File: config.mk
export PLATFORM = sky130hd
export DESIGN_NAME = muldiv_arbiter
export DESIGN_NICKNAME = d
export VERILOG_FILES = /design/src/rtl/muldiv_arbiter.sv
export SDC_FILE = /design/constraint.sdc
export NUM_CORES = 1
export LEC_CHECK = 0
export BUFFER_PORTS_ARGS = -buffer_cell sky130_fd_sc_hd__buf_4
export CAP_MARGIN = 20
export CORE_AREA = 2 2 161 163
export CTS_BUF_LIST = sky130_fd_sc_hd__clkbuf_8
export CTS_CLUSTER_SIZE = 28
export DETAILED_ROUTE_END_ITERATION = 8
export DIE_AREA = 0 0 163 165
export SLEW_MARGIN = 15
export SYNTH_ARGS = -nofsm -noshare
export SYNTH_HDL_FRONTEND = slang
export SYNTH_SLANG_ARGS = --single-unit
File: constraint.sdc
create_clock -name clock -period 1.8 [get_ports clock]
set_clock_uncertainty 0.2 [all_clocks]
set_input_delay 0.09 -clock clock [delete_from_list [all_inputs] [get_ports clock]]
set_output_delay 0.09 -clock clock [all_outputs]
set_load 0.1 [all_outputs]
File: src/rtl/muldiv_arbiter.sv
// muldiv_arbiter
//   Two-port round-robin arbiter and sequencer for the shared mul/div unit.
//   Accepts one request at a time from requester 0 or 1, issues it to the
//   unit, captures the unit result and returns it to the requester that
//   issued it. Only one operation is ever in flight.
//
// Ports
//   clock, reset                 clock; synchronous active-high reset
//   reqN_valid/ready             request handshake (N = 0, 1)
//   reqN_src0/src1/op/sign       request payload (op: 01 MUL, 10 DIV, else illegal)
//   respN_valid/ready            result handshake back to requester N
//   respN_res0/res1              result (MUL lo/hi, DIV quotient/remainder)
//   md_in_valid/ready            issue handshake to the unit
//   md_src0/src1/op/sign         latched operation fields to the unit
//   md_out_valid/ready           result handshake from the unit
//   md_res0/res1                 unit result
//   busy                         arbiter not idle
//   owner                        requester currently served
module muldiv_arbiter #(
  parameter int unsigned W = 32
) (
  input  logic         clock,
  input  logic         reset,
  input  logic         req0_valid,
  output logic         req0_ready,
  input  logic [W-1:0] req0_src0,
  input  logic [W-1:0] req0_src1,
  input  logic [1:0]   req0_op,
  input  logic         req0_sign,
  input  logic         req1_valid,
  output logic         req1_ready,
  input  logic [W-1:0] req1_src0,
  input  logic [W-1:0] req1_src1,
  input  logic [1:0]   req1_op,
  input  logic         req1_sign,
  output logic         resp0_valid,
  input  logic         resp0_ready,
  output logic [W-1:0] resp0_res0,
  output logic [W-1:0] resp0_res1,
  output logic         resp1_valid,
  input  logic         resp1_ready,
  output logic [W-1:0] resp1_res0,
  output logic [W-1:0] resp1_res1,
  output logic         md_in_valid,
  input  logic         md_in_ready,
  output logic [W-1:0] md_src0,
  output logic [W-1:0] md_src1,
  output logic [1:0]   md_op,
  output logic         md_sign,
  input  logic         md_out_valid,
  output logic         md_out_ready,
  input  logic [W-1:0] md_res0,
  input  logic [W-1:0] md_res1,
  output logic         busy,
  output logic         owner
);

  typedef enum logic [1:0] {IDLE, ISSUE, WAIT, RESP} state_t;

  state_t       state, state_nx;
  logic         prio;
  logic [W-1:0] src0_q, src1_q, res0_q, res1_q;
  logic [1:0]   op_q;
  logic         sign_q;

  logic         gnt;
  logic         accept;
  logic         legal;
  logic         resp_done;
  logic         res_capture;
  logic [W-1:0] sel_src0, sel_src1;
  logic [1:0]   sel_op;
  logic         sel_sign;

  always_comb begin
    state_nx     = state;
    req0_ready   = 1'b0;
    req1_ready   = 1'b0;
    resp0_valid  = 1'b0;
    resp1_valid  = 1'b0;
    md_in_valid  = 1'b0;
    md_out_ready = 1'b0;
    accept       = 1'b0;
    resp_done    = 1'b0;
    res_capture  = 1'b0;

    // Ties go to prio; otherwise the lone valid requester (req1 iff only it is valid).
    gnt      = (req0_valid && req1_valid) ? prio : req1_valid;
    sel_src0 = gnt ? req1_src0 : req0_src0;
    sel_src1 = gnt ? req1_src1 : req0_src1;
    sel_op   = gnt ? req1_op   : req0_op;
    sel_sign = gnt ? req1_sign : req0_sign;
    legal    = (sel_op == 2'b01) || (sel_op == 2'b10);

    unique case (state)
      IDLE: begin
        accept     = req0_valid || req1_valid;
        req0_ready = accept && !gnt;
        req1_ready = accept && gnt;
        if (accept) state_nx = legal ? ISSUE : RESP;
      end
      ISSUE: begin
        md_in_valid = 1'b1;
        if (md_in_ready) state_nx = WAIT;
      end
      WAIT: begin
        md_out_ready = 1'b1;
        res_capture  = md_out_valid;
        if (md_out_valid) state_nx = RESP;
      end
      RESP: begin
        resp0_valid = !owner;
        resp1_valid = owner;
        resp_done   = owner ? resp1_ready : resp0_ready;
        if (resp_done) state_nx = IDLE;
      end
      default: state_nx = IDLE;
    endcase
  end

  always_ff @(posedge clock) begin
    if (reset) state <= IDLE;
    else       state <= state_nx;
  end

  always_ff @(posedge clock) begin
    if (reset) begin
      prio   <= 1'b0;
      owner  <= 1'b0;
      src0_q <= '0;
      src1_q <= '0;
      op_q   <= '0;
      sign_q <= 1'b0;
      res0_q <= '0;
      res1_q <= '0;
    end else begin
      if (accept) begin
        owner  <= gnt;
        src0_q <= sel_src0;
        src1_q <= sel_src1;
        op_q   <= sel_op;
        sign_q <= sel_sign;
        // Illegal ops skip the unit and answer with a zero result.
        if (!legal) begin
          res0_q <= '0;
          res1_q <= '0;
        end
      end
      if (res_capture) begin
        res0_q <= md_res0;
        res1_q <= md_res1;
      end
      if (resp_done) prio <= !owner;
    end
  end

  assign md_src0    = src0_q;
  assign md_src1    = src1_q;
  assign md_op      = op_q;
  assign md_sign    = sign_q;
  assign resp0_res0 = res0_q;
  assign resp0_res1 = res1_q;
  assign resp1_res0 = res0_q;
  assign resp1_res1 = res1_q;
  assign busy       = (state != IDLE);

endmodule

; ---- Yosys cells after proc, flatten, opt, wreduce, memory -nomap -nowiden
; Index checks and enable logic that the tools add are counted.
[word_totals]
regBits = 135
latchBits = 0
ramBits = 0
romBits = 0
inputBits = 206
out_inout_bits = 203
wordCells = 56
n_memories = 0
[op_classes]
n_addsub = 0
n_mul = 0
div = 0
n_lt_le_gt_ge = 0
n_eq_ne = 10
n_shift = 0
muxes = 25
n_bitwise = 0
reduce_logical = 12
[ops]
columns = op, n
row1 = $mux 32, 6
row2 = $mux 1, 12
row3 = $mux 2, 6
row4 = $ne 2x2->1 const B, 4
row5 = $pmux 2 s4, 1
row6 = $eq 2x2->1 const B, 3
row7 = $eq 2x1->1 const B, 2
row8 = $reduce_and 4->1, 1
row9 = $reduce_bool 2->1, 2
row10 = $logic_and 1x1->1, 3
row11 = $logic_not 1->1, 2
row12 = $logic_not 2->1, 1
row13 = $logic_or 1x1->1, 2
row14 = $ne 2x1->1 const B, 1
row15 = $reduce_and 2->1, 1

; ---- Longest topological paths before layout
[depth]
ltp_word = 8
mapped_depth = 7
ltp_nobuf = 6

; ---- Least setup slack after synthesis
; Ideal clock, no wire load.
[synth_path]
path_kind = register -> register
start = reg state[0]
end = reg res0_q[0], in the netlist resp0_res0[0]
setup_time_ns = 0.063
arrival_time_ns = 2.236
required_time_ns = 1.537
slack_ns = -0.699
stages_incl_launch_ff = 7
n_path_buf = 1
synth_period_minus_slack_ns = 2.499
path_cell_list = dfxtp_1 > inv_1 > ha_1 > nand2_1 > nor2_1 > clkbuf_1 > a22o_1
[synth_between]
elab_chain_len = 4
elab_cells_between_ends = 8
cone_classes = 2 x eq/ne / 3 x mux / 3 x reduce/logical
[synth_rtl]
columns = item, line_no
row1 = start: declaration, 60  ; state_t state, state_nx;
row2 = start signal: assignment, 123  ; else state <= state_nx;
row3 = $eq 2x2->1 or $logic_not 2->1 (tied branches), 95  ; unique case (state)
row4 = $mux 1, 95
row5 = $ne 2x1->1 (no line) or $reduce_bool 2->1 (tied branches), n/a
row6 = $reduce_and 2->1 (no line), n/a
row7 = end signal: assignment, 150  ; res0_q <= md_res0;
row8 = end: declaration, 62  ; logic [W-1:0] src0_q, src1_q, res0_q, res1_q;
; Several ways; a longest one is shown, not always the timed one.
; A chain may end at the register's enable or synchronous reset.

; ---- Final worst setup path
[layout_path]
start = reg state[0]
end = reg src1_q[1], in the netlist md_src1[1]
[layout_between]
elab_chain_len = 2
[layout_rtl]
columns = item, line_no
row1 = $logic_not 2->1, 95
row2 = $mux 1, 95
row3 = end signal: assignment, 140  ; src1_q <= sel_src1;
row4 = end: declaration, 62
; No other way between the ends.

==> impl_metrics.env <==
export IMPL_drt_iter0_markers=503
export IMPL_routed_via_density=4.677
export IMPL_slowest_delay_ns=0.38
export IMPL_diodes=0
export IMPL_use_met2_pct=33.13
export IMPL_synthCells=559
export IMPL_synth_enable_flop_cells=0
export IMPL_layout_common_cells="buf_4, dlygate4sd3_1, dfxtp_1, nor2_1, a22o_1"
export IMPL_grt_pass1_vias=6831
export IMPL_grt_pass1_wl_mm=37.92
export IMPL_max_slew_worst_pin_slew_ns=0.4554
export IMPL_cts_root_buf="clkbuf_8"
export IMPL_core_area_um2=25040
export IMPL_synthAdderAreaFrac_pct=0.9087
export IMPL_track_usage_pct=18.33
export IMPL_end_kind="flip-flop"
export IMPL_post_route_period_util_pct=104.0
export IMPL_synthArstFlopShare_pct=0
export IMPL_htree_num_levels=4
export IMPL_cp_common_cell="buf_12"
export IMPL_setup_viol=57
export IMPL_powerDensity_nw_per_um2=1574
export IMPL_hp_class="primary input to flip-flop"
export IMPL_status="complete, but fails checks"
export IMPL_routabilityCongestion=0.7321
export IMPL_port_buffers=408
export IMPL_fmax_mhz=534.2
export IMPL_io_pin_count=409
export IMPL_path_max_fanout=8
export IMPL_violations="setup timing"
export IMPL_cts_sinks=135
export IMPL_synth_xor_area_share_pct=0.3180
export IMPL_synth_top_cell_area_share_pct=49.07
export IMPL_min_period_ns=1.872
export IMPL_via_count=6918
export IMPL_fin_util_pct=48.14
export IMPL_syn_nets=769
export IMPL_cp_num_buf_inv=3
export IMPL_synth_compound_area_share_pct=23.40
export IMPL_syn_area_um2=5508
export IMPL_cp_top_family="flip-flops"
export IMPL_path_clk_slew_ns=0.09
export IMPL_drv_slew=0
export IMPL_tns_ns=-1.240
export IMPL_clk_insertion_delay_late_ns=0.43
export IMPL_route_antenna_remaining_nets=0
export IMPL_synth_seq_cells=135
export IMPL_use_met3_pct=5.500
export IMPL_grt_use_met1_pct=20.46
export IMPL_critical_path_class="flip-flop to flip-flop"
export IMPL_cts_buffers=17
export IMPL_synth_largest_area_cell="dfxtp_1"
export IMPL_final_layout_size_suffix_gt1_share_pct=47.52
export IMPL_fillers=2160
export IMPL_wl_per_cell_um=19.01
export IMPL_synth_top_family_by_area="compound AO/OA/AOI/OAI gates"
export IMPL_path_cells="inv_4 > ha_4 > and3_4 > buf_12 > buf_12 > a222oi_1 > nor2_1"
export IMPL_max_slew_margin_pct=69.64
export IMPL_die_area_um2=26900
export IMPL_rows=58
export IMPL_ys_seq_area_share_pct=49.07
export IMPL_fin_nets=1346
export IMPL_p_leak_uw=0.005530
export IMPL_cts_tree="built"
export IMPL_dp_hpwl_mm=15.99
export IMPL_synthMuxAreaShare_pct=0.1817
export IMPL_layout_commonest_cell="buf_4"
export IMPL_fp_dieH_um=165
export IMPL_cp_data_arrival_time_ns=1.98
export IMPL_vdd_ir_drop_max_uv=1163
export IMPL_cts_buffer_depth=2
export IMPL_die_w_um=163
export IMPL_avgSynthCellArea_um2=9.853
export IMPL_synthToLayoutAreaGrowth_pct=118.8
export IMPL_finalHoldViolCount=0
export IMPL_synthTopCellsByArea="dfxtp_1, a22o_1, buf_4"
export IMPL_totalWireLength_mm=28.11
export IMPL_firstDrtPassIters=8
export IMPL_fin_ws_ns=-0.07213
export IMPL_drc_errors=0
export IMPL_power_uw=18970
export IMPL_rsz0062_at_grt="yes"
export IMPL_critPathSlowestCell="dfxtp_4"
export IMPL_antenna_found_initial=0
export IMPL_yosys_most_used_dff="dfxtp_1"
export IMPL_start_util_pct=22.00
export IMPL_synth_cell_type_count=33
export IMPL_yosys_warnings=0
export IMPL_grt_max_degree=72
export IMPL_maxCapViolCount=0
export IMPL_grt_ovfl_total=0
export IMPL_yosys_area_share_simple_pct=12.20
export IMPL_top_usage_layer="met2"
export IMPL_cp_start_kind="flip-flop"
export IMPL_cp_required_ns=1.91
## power breakdown
part | internal (uW) | leakage, uW | switching (uW)
logic | 3800 | 0.00420 | 8260
clock network | 1520 | 0.000219 | 1320
registers | 3620 | 0.00111 | 439
total | 8950 | 0.00553 | 10000
## routing by layer
| layer | vias to the layer above | part of all wire, % |
|---|---|---|
| met4 | 0 | 1.9 |
| li1 | 3173 | - |
| met1 | 3351 | 39 |
| met5 | - | 0 |
| met2 | 360 | 51 |
| met3 | 34 | 7.8 |
## tightest hold or removal path, delay by kind of cell
kind,cells,cell delay [ns]
AOI/OAI and AO/OA,1,0.08
and+or+nand+nor,2,0.18
buffers and inverters,2,0.33
## cells in the mapped netlist (all sizes together) (3+ instances only)
cell and instances:
a21oi 5, a222oi 32, a22o 64, a311oi 35, buf 85, clkbuf 28
dfxtp 135, ha 4, inv 4, nand2 39, nand3 37, nor2 74
nor2b 3
## state kept, by name, indices dropped and copies added (netlist names)
register	cells
md_src0	32
md_src1	32
resp0_res0	32
resp0_res1	32
md_op	2
state	2
md_sign	1
owner	1
prio	1
## through the flow
stage          setup slack (ns)  hold slack, ns  cells  cell area [um^2]
2_1_floorplan          0.003487         0.02271    559              5590
3_3_place_gp            0.02663          0.1054   1203              8548
3_5_place_dp           -0.02358          0.1087   1203              8548
4_1_cts                -0.09076         0.05400   1460             11450
5_1_grt                 -0.1549         0.07781   1479             12050
6_report               -0.07213         0.08591   1479             12050
## path summary, 6_finish.rpt
check | from | end | slack, ns | cells after the start
worst max-delay path | state[0] | md_src1[1] | -0.07 | 7
worst max register to register | state[0] | md_src1[1] | -0.07 | 7
worst min-delay path | req0_valid | md_src1[22] | 0.09 | 5
worst min register to register | md_src0[13] | md_src0[13] | 0.30 | 2
## what timing repair did
action                                  in CTS  in global routing
buffers inserted                            15                  2
endpoints found under the hold margin      135                  0
pin swaps                                   16                 50
cloned                                       6                 18
endpoints found under the setup margin      51                139
resized for setup                           33                 38
hold buffers                               204                  0
## final cells by class
cell class,instances,area (um^2),share of cell area [%]
Multi-Input combinational cell,307,2285,18.96
Tap cell,330,412.9,3.426
Clock buffer,17,234.0,1.941
Sequential cell,135,2715,22.53
Clock inverter,15,197.7,1.640
Timing Repair Buffer,671,6182,51.30
Inverter,4,25.02,0.2076
## kinds of logic after synthesis
group                      count (synthesis)
AOI/OAI and AO/OA                        142
xor gates and xnor gates                   2
adders and majority gates                  4
buffers and inverters                    117
DFF                                      135
muxes                                      1
and+or+nand+nor                          158
No activity file was read; power rests on OpenSTA's default activity.
